$ cat config.mk
export PLATFORM = sky130hd
export DESIGN_NAME = fpu_op_sequencer
export DESIGN_NICKNAME = d
export VERILOG_FILES = /design/src/rtl/fpu_op_sequencer_pkg.sv /design/src/rtl/fpu_op_sequencer_fifo.sv /design/src/rtl/fpu_op_sequencer.sv
export SDC_FILE = /design/constraint.sdc
export NUM_CORES = 1
export LEC_CHECK = 0
export BUFFER_PORTS_ARGS = -buffer_cell sky130_fd_sc_hd__buf_4
export CORE_MARGIN = 2
export CORE_UTILIZATION = 40
export CTS_BUF_LIST = sky130_fd_sc_hd__clkbuf_4 sky130_fd_sc_hd__clkbuf_8 sky130_fd_sc_hd__clkbuf_16
export CTS_CLUSTER_SIZE = 12
export DETAILED_ROUTE_END_ITERATION = 12
export PLACE_DENSITY = 0.68
export SLEW_MARGIN = 10
export SYNTH_ARGS = -nofsm -noshare
export SYNTH_HDL_FRONTEND = slang
export SYNTH_SLANG_ARGS = --single-unit
$ cat constraint.sdc
create_clock -name clk -period 6.6 [get_ports clk]
set_input_delay 0.66 -clock clk [delete_from_list [all_inputs] [get_ports clk]]
set_output_delay 0.66 -clock clk [all_outputs]
set_load 0.02 [all_outputs]
$ cat src/rtl/fpu_op_sequencer_pkg.sv
// Shared types and helpers for the FPU operation sequencer: request encoding,
// sequencer states, FPU flag layout and opcode translation.
package fpu_op_sequencer_pkg;

    typedef logic [31:0] op_t;
    typedef logic [1:0]  rmode_t;

    localparam op_t OP_ADD = 32'h0000_0080;
    localparam op_t OP_SUB = 32'h0000_0081;
    localparam op_t OP_MUL = 32'h0000_0082;
    localparam op_t OP_DIV = 32'h0000_0083;

    typedef enum logic [1:0] {
        RM_NEAREST = 2'd0,
        RM_ZERO    = 2'd1,
        RM_UP      = 2'd2,
        RM_DOWN    = 2'd3
    } rmode_e;

    typedef enum logic [1:0] {
        IDLE  = 2'd0,
        ISSUE = 2'd1,
        WAIT  = 2'd2,
        RESP  = 2'd3
    } seq_state_t;

    // Flag vector layout: {snan,qnan,zero,inf,divzero,underflow,overflow,inexact}
    localparam int FPU_FLAGS_W    = 8;
    localparam int FLAG_SNAN      = 7;
    localparam int FLAG_QNAN      = 6;
    localparam int FLAG_ZERO      = 5;
    localparam int FLAG_INF       = 4;
    localparam int FLAG_DIVZERO   = 3;
    localparam int FLAG_UNDERFLOW = 2;
    localparam int FLAG_OVERFLOW  = 1;
    localparam int FLAG_INEXACT   = 0;

    // One queued request; op sits in the MSBs so a flat {op,rmode,opa,opb}
    // concatenation maps directly onto this struct.
    typedef struct packed {
        op_t         op;
        rmode_t      rmode;
        logic [31:0] opa;
        logic [31:0] opb;
    } req_t;

    localparam int REQ_W = $bits(req_t);

    // Only the four arithmetic opcodes 0x80..0x83 are accepted.
    function automatic logic op_legal(input op_t op);
        return (op[31:8] == 24'h0) && op[7] && (op[6:2] == 5'h0);
    endfunction

    function automatic logic [2:0] op_to_fpu(input op_t op);
        return {1'b0, op[1:0]};
    endfunction

endpackage

$ cat src/rtl/fpu_op_sequencer_fifo.sv
// Request buffer: power-of-two circular FIFO with one extra pointer bit to
// tell full from empty. Read data is the current head, valid while not empty.
module fpu_req_fifo #(
    parameter int WIDTH = 98,
    parameter int DEPTH = 4
) (
    input  logic             clk,
    input  logic             rst_n,
    input  logic             push_i,
    input  logic [WIDTH-1:0] wdata_i,
    input  logic             pop_i,
    output logic [WIDTH-1:0] rdata_o,
    output logic             full_o,
    output logic             empty_o
);

    localparam int AW = $clog2(DEPTH);
    localparam int PW = AW + 1;
    localparam logic [PW-1:0] PTR_ONE = PW'(1);

    logic [WIDTH-1:0] mem_q [DEPTH];
    logic [PW-1:0]    wptr_q, wptr_d;
    logic [PW-1:0]    rptr_q, rptr_d;
    logic             do_push;
    logic             do_pop;

    assign full_o  = (wptr_q[AW] != rptr_q[AW]) && (wptr_q[AW-1:0] == rptr_q[AW-1:0]);
    assign empty_o = (wptr_q == rptr_q);
    assign do_push = push_i && !full_o;
    assign do_pop  = pop_i && !empty_o;
    assign rdata_o = mem_q[rptr_q[AW-1:0]];

    // Pointer advance; pointers wrap naturally through the extra MSB.
    always_comb begin
        wptr_d = do_push ? (wptr_q + PTR_ONE) : wptr_q;
        rptr_d = do_pop  ? (rptr_q + PTR_ONE) : rptr_q;
    end

    // Pointer registers.
    always_ff @(posedge clk or negedge rst_n) begin
        if (!rst_n) begin
            wptr_q <= '0;
            rptr_q <= '0;
        end else begin
            wptr_q <= wptr_d;
            rptr_q <= rptr_d;
        end
    end

    // Storage; contents need no reset since empty pointers mask them.
    always_ff @(posedge clk) begin
        if (do_push) begin
            mem_q[wptr_q[AW-1:0]] <= wdata_i;
        end
    end

endmodule

$ cat src/rtl/fpu_op_sequencer.sv
// Buffers FPU operation requests and issues them one at a time to the FPU,
// returning result, flags and an error bit over a valid/ready response port.
//
//   state | meaning
//   IDLE  | waiting for a queued request; pops and decodes the head
//   ISSUE | fpu_start_o high for one cycle, timeout counter cleared
//   WAIT  | operands held, waiting for fpu_ready_i or timeout
//   RESP  | response presented until rsp_ready
module fpu_op_sequencer
    import fpu_op_sequencer_pkg::*;
#(
    parameter int DEPTH   = 4,
    parameter int TIMEOUT = 64
) (
    input  logic        clk,
    input  logic        rst_n,
    input  logic        req_valid,
    output logic        req_ready,
    input  logic [31:0] req_op,
    input  logic [1:0]  req_rmode,
    input  logic [31:0] req_opa,
    input  logic [31:0] req_opb,
    output logic        fpu_start_o,
    output logic [2:0]  fpu_op_o,
    output logic [1:0]  fpu_rmode_o,
    output logic [31:0] fpu_opa_o,
    output logic [31:0] fpu_opb_o,
    input  logic        fpu_ready_i,
    input  logic [31:0] fpu_result_i,
    input  logic [7:0]  fpu_flags_i,
    output logic        rsp_valid,
    input  logic        rsp_ready,
    output logic [31:0] rsp_result,
    output logic [7:0]  rsp_flags,
    output logic        rsp_err
);

    localparam int CW = $clog2(TIMEOUT + 1);
    localparam logic [CW-1:0] CNT_LAST = CW'(TIMEOUT - 1);
    localparam logic [CW-1:0] CNT_MAX  = '1;
    localparam logic [CW-1:0] CNT_ONE  = CW'(1);

    seq_state_t              state_q, state_d;
    logic [CW-1:0]           cnt_q, cnt_d;
    logic [2:0]              op_q, op_d;
    logic [1:0]              rmode_q, rmode_d;
    logic [31:0]             opa_q, opa_d;
    logic [31:0]             opb_q, opb_d;
    logic [31:0]             res_q, res_d;
    logic [FPU_FLAGS_W-1:0]  flags_q, flags_d;
    logic                    err_q, err_d;

    logic [REQ_W-1:0]        wr_data;
    logic [REQ_W-1:0]        head_raw;
    req_t                    head;
    logic                    fifo_full;
    logic                    fifo_empty;
    logic                    pop;

    assign wr_data = {req_op, req_rmode, req_opa, req_opb};
    assign head    = req_t'(head_raw);

    fpu_req_fifo #(
        .WIDTH (REQ_W),
        .DEPTH (DEPTH)
    ) u_fifo (
        .clk     (clk),
        .rst_n   (rst_n),
        .push_i  (req_valid),
        .wdata_i (wr_data),
        .pop_i   (pop),
        .rdata_o (head_raw),
        .full_o  (fifo_full),
        .empty_o (fifo_empty)
    );

    assign req_ready   = !fifo_full;
    assign fpu_start_o = (state_q == ISSUE);
    assign fpu_op_o    = op_q;
    assign fpu_rmode_o = rmode_q;
    assign fpu_opa_o   = opa_q;
    assign fpu_opb_o   = opb_q;
    assign rsp_valid   = (state_q == RESP);
    assign rsp_result  = res_q;
    assign rsp_flags   = flags_q;
    assign rsp_err     = err_q;

    // Next-state, FIFO pop, operand load, timeout count and response capture.
    always_comb begin
        state_d = state_q;
        cnt_d   = cnt_q;
        op_d    = op_q;
        rmode_d = rmode_q;
        opa_d   = opa_q;
        opb_d   = opb_q;
        res_d   = res_q;
        flags_d = flags_q;
        err_d   = err_q;
        pop     = 1'b0;
        case (state_q)
            IDLE: begin
                if (!fifo_empty) begin
                    pop = 1'b1;
                    if (op_legal(head.op)) begin
                        op_d    = op_to_fpu(head.op);
                        rmode_d = head.rmode;
                        opa_d   = head.opa;
                        opb_d   = head.opb;
                        state_d = ISSUE;
                    end else begin
                        res_d   = '0;
                        flags_d = '0;
                        err_d   = 1'b1;
                        state_d = RESP;
                    end
                end
            end
            ISSUE: begin
                cnt_d   = '0;
                state_d = WAIT;
            end
            WAIT: begin
                if (fpu_ready_i) begin
                    res_d   = fpu_result_i;
                    flags_d = fpu_flags_i;
                    err_d   = 1'b0;
                    state_d = RESP;
                end else if (cnt_q == CNT_LAST) begin
                    res_d   = '0;
                    flags_d = '0;
                    err_d   = 1'b1;
                    state_d = RESP;
                end else if (cnt_q != CNT_MAX) begin
                    cnt_d = cnt_q + CNT_ONE;
                end
            end
            RESP: begin
                if (rsp_ready) begin
                    state_d = IDLE;
                end
            end
            default: state_d = IDLE;
        endcase
    end

    // State, counter, FPU operand and response registers.
    always_ff @(posedge clk or negedge rst_n) begin
        if (!rst_n) begin
            state_q <= IDLE;
            cnt_q   <= '0;
            op_q    <= '0;
            rmode_q <= '0;
            opa_q   <= '0;
            opb_q   <= '0;
            res_q   <= '0;
            flags_q <= '0;
            err_q   <= 1'b0;
        end else begin
            state_q <= state_d;
            cnt_q   <= cnt_d;
            op_q    <= op_d;
            rmode_q <= rmode_d;
            opa_q   <= opa_d;
            opb_q   <= opb_d;
            res_q   <= res_d;
            flags_q <= flags_d;
            err_q   <= err_d;
        end
    end

endmodule
==> results.cfg <==
[timing]
fin_crit_ps = 4001
finalHoldViolCount = 0
setup-violations-final = 0
max_slew_margin_pct = 36.28
tightest_slew_ps = 955.8
max_clock_freq_mhz = 249.9
rsz0062_at_grt = false
clock_skew_ps = 29.75
period_share_pct = 60.62
tns_ps = 0
timing.final.ws_setup_ps = 2599
slew_violations = 0

[clocking]
cts_resized = 0
h-tree-depth = 2
cts_tree = done
hold_buffers = 0
postCtsSetupRepairBufs = 0
clk_pin_slew_ps = 60
clk_latency_ps = 610
root_buffer = clkbuf_16
cts_buffer_depth = 3
cts_sinks = 516
numCtsBuffers = 53

[critical_path]
reg2reg_slack_ps = 2600
path_common_cell = buf_4
worstSetupEndpointType = flop
crit_family = buffers and inverters
cp-startpoint = u_fifo.rptr_q[0]
worst-path-stages = 8
crit_path_end = fpu_opb_o[30]
crit_path_max_incr_delay_ps = 790
worst_path_max_delay_cell = buf_4
r2r_end = fpu_opb_o[30]
reg2regPathDepth = 8
crit_arrival_ps = 4470
crit_required_ps = 7070
timing.rr.start = u_fifo.rptr_q[0]
critical_path.max_fanout = 56
startpoint_type = flop
crit_chain = buf_4, nor4b_1, nand4_1, o22ai_1, nand2_1, a21oi_4, buf_4, mux2_2
critical_path_class = flop to flop
cp_num_buf_inv = 2

[die]
dieArea_um2 = 48660
initial_utilization_pct = 40.39
rows = 79
die_w_um = 220.6
core-area_um2 = 46460
io-pin-count = 256
die_y_um = 220.6

[hold_path]
min_path_type = input pin to asynchronous set/reset pin

[grt]
grt_pass1_wl_mm = 56.81
grt_max_degree = 73
grt_overflow = 0
globalRouteTotalUtil_pct = 15.63
grt_pass1_vias = 9771
antenna_found_initial = 5

[drt]
vias = 9382
wl_per_cell_um = 20.32
vias_per_cell = 4.998
antenna_left = 0
drt_iter0_drc = 602
firstDrtPassIters = 4
route.detailed.drc = 0
wl_mm = 38.14

[pwr]
power_uw = 9638
p_leak_uw = 0.009000
vdd_drop_max_mv = 0.2360
power_density_nw_per_um2 = 414.8

[yosys]
async_flop_share_pct = 24.03
ys_warn_count = 0
yosysMostFrequentCell = edfxtp_1
netlist_top_cells_count = edfxtp_1 (392), dfrtp_1 (124), mux4_2 (68), mux2_2 (56), nand2_1 (51)
synth_cell_types = 40
synth_edf_count = 392
ys_seq_elements = 516
synthFlopType = edfxtp_1
syn_area_um2 = 18760
netlist_instances = 940
synth_top_area_share_pct = 62.73
yosys-top-cells-area = edfxtp_1 (63%), dfrtp_1 (17%), mux4_2 (8.2%)
syn-mean-instance-area_um2 = 19.96
yosysSeqAreaShare_pct = 79.27
syn_nets = 1094
yosysTopAreaCell = edfxtp_1

[final_layout]
stdcell_area_um2 = 23230
layout-drive-gt1-share_pct = 38.91
nets = 1378
synthToLayoutAreaGrowth_pct = 23.82
final_core_util_pct = 50.01

[placed_design]
dpl.hpwl_mm = 23.43
placed_cell_area_um2 = 21400
gp_congestion = 0.7557
numPortBuffers = 254
pre_cts_slack_ps = 2481

[outcome]
status = completed

[flow_run]
cap_violations = 0
[report_power, final]
group	total (µW)	switching, µW	internal, µW	leakage, µW
logic	2120	1210	907	0.00284
registers	4500	230	4270	0.00525
clock network	3020	1200	1820	0.000908
total	9640	2640	6990	0.00900
[state kept, by name, summed over array words and instances (netlist names), 3 cells and up]
register	flops
cnt_q	7
fpu_opa_o	32
fpu_opb_o	32
rsp_flags	8
rsp_result	32
u_fifo.mem_q	392
u_fifo.rptr_q	3
u_fifo.wptr_q	3
[final cells by class]
type / count / area [µm²]
flip-flops and latches: 516 / 14880
well taps: 607 / 759.5
multi-input cells: 340 / 3585
repair buffers: 266 / 2021
clock inverters: 14 / 212.7
inverters: 47 / 176.4
clock buffers: 84 / 1590
diodes: 3 / 7.507
fillers: 3795 / 23220
[kinds of logic (layout without fill, tap and decap cells)]
family	Yosys count	after routing	synth area share, %
adder cells (fa/ha/maj)	11	11	0.7335
flip-flops	516	516	79.27
multiplexers	139	139	12.42
AND/OR/NAND/NOR	123	123	3.287
AO/OA/AOI/OAI	54	54	1.840
XOR/XNOR	12	12	0.5601
buffers and inverters	84	411	1.874
other	1	4	0.01998
[worst min path at each step]
| stage | slack [ps] | endpoint | cells after the start | start |
|---|---|---|---|---|
| final | 30 | fpu_rmode_o[1] | 1 | rst_n |
| after global routing | 60 | fpu_opa_o[14] | 1 | rst_n |
| after CTS | 40 | fpu_opa_o[14] | 1 | rst_n |
| after detailed placement | 480 | fpu_opa_o[14] | 1 | fpu_opa_o[14] |
| after global placement | 470 | fpu_opa_o[13] | 1 | fpu_opa_o[13] |
| after floorplan | 360 | cnt_q[0] | 0 | rst_n |
[cells in the final DEF, fill, tap and decap left out, types with 14 or more instances in the layout]
cell / count
nor4_1: 24
mux2_1: 14
clkbuf_4: 26
inv_1: 47
clkbuf_16: 53
dfrtp_1: 122
mux4_2: 68
buf_4: 264
mux2_2: 56
nand2_1: 51
edfxtp_1: 392
o22ai_1: 41
[routing by layer]
metal  global-route usage, %  up-vias  wire [µm]
met5                       0        -         46
met4                   5.156        6        768
met3                   4.110       58       2562
met2                   25.38      267      18430
met1                   20.60     4789      16330
li1                        -     4262          -
[through the flow]
stage	instances	hold slack, ps
2_1_floorplan	940	364.4
3_3_place_gp	1775	471.1
3_5_place_dp	1775	478.9
4_1_cts	1873	35.43
5_1_grt	1874	64.05
6_report	1877	26.64
(Power assumes the default switching activity.)
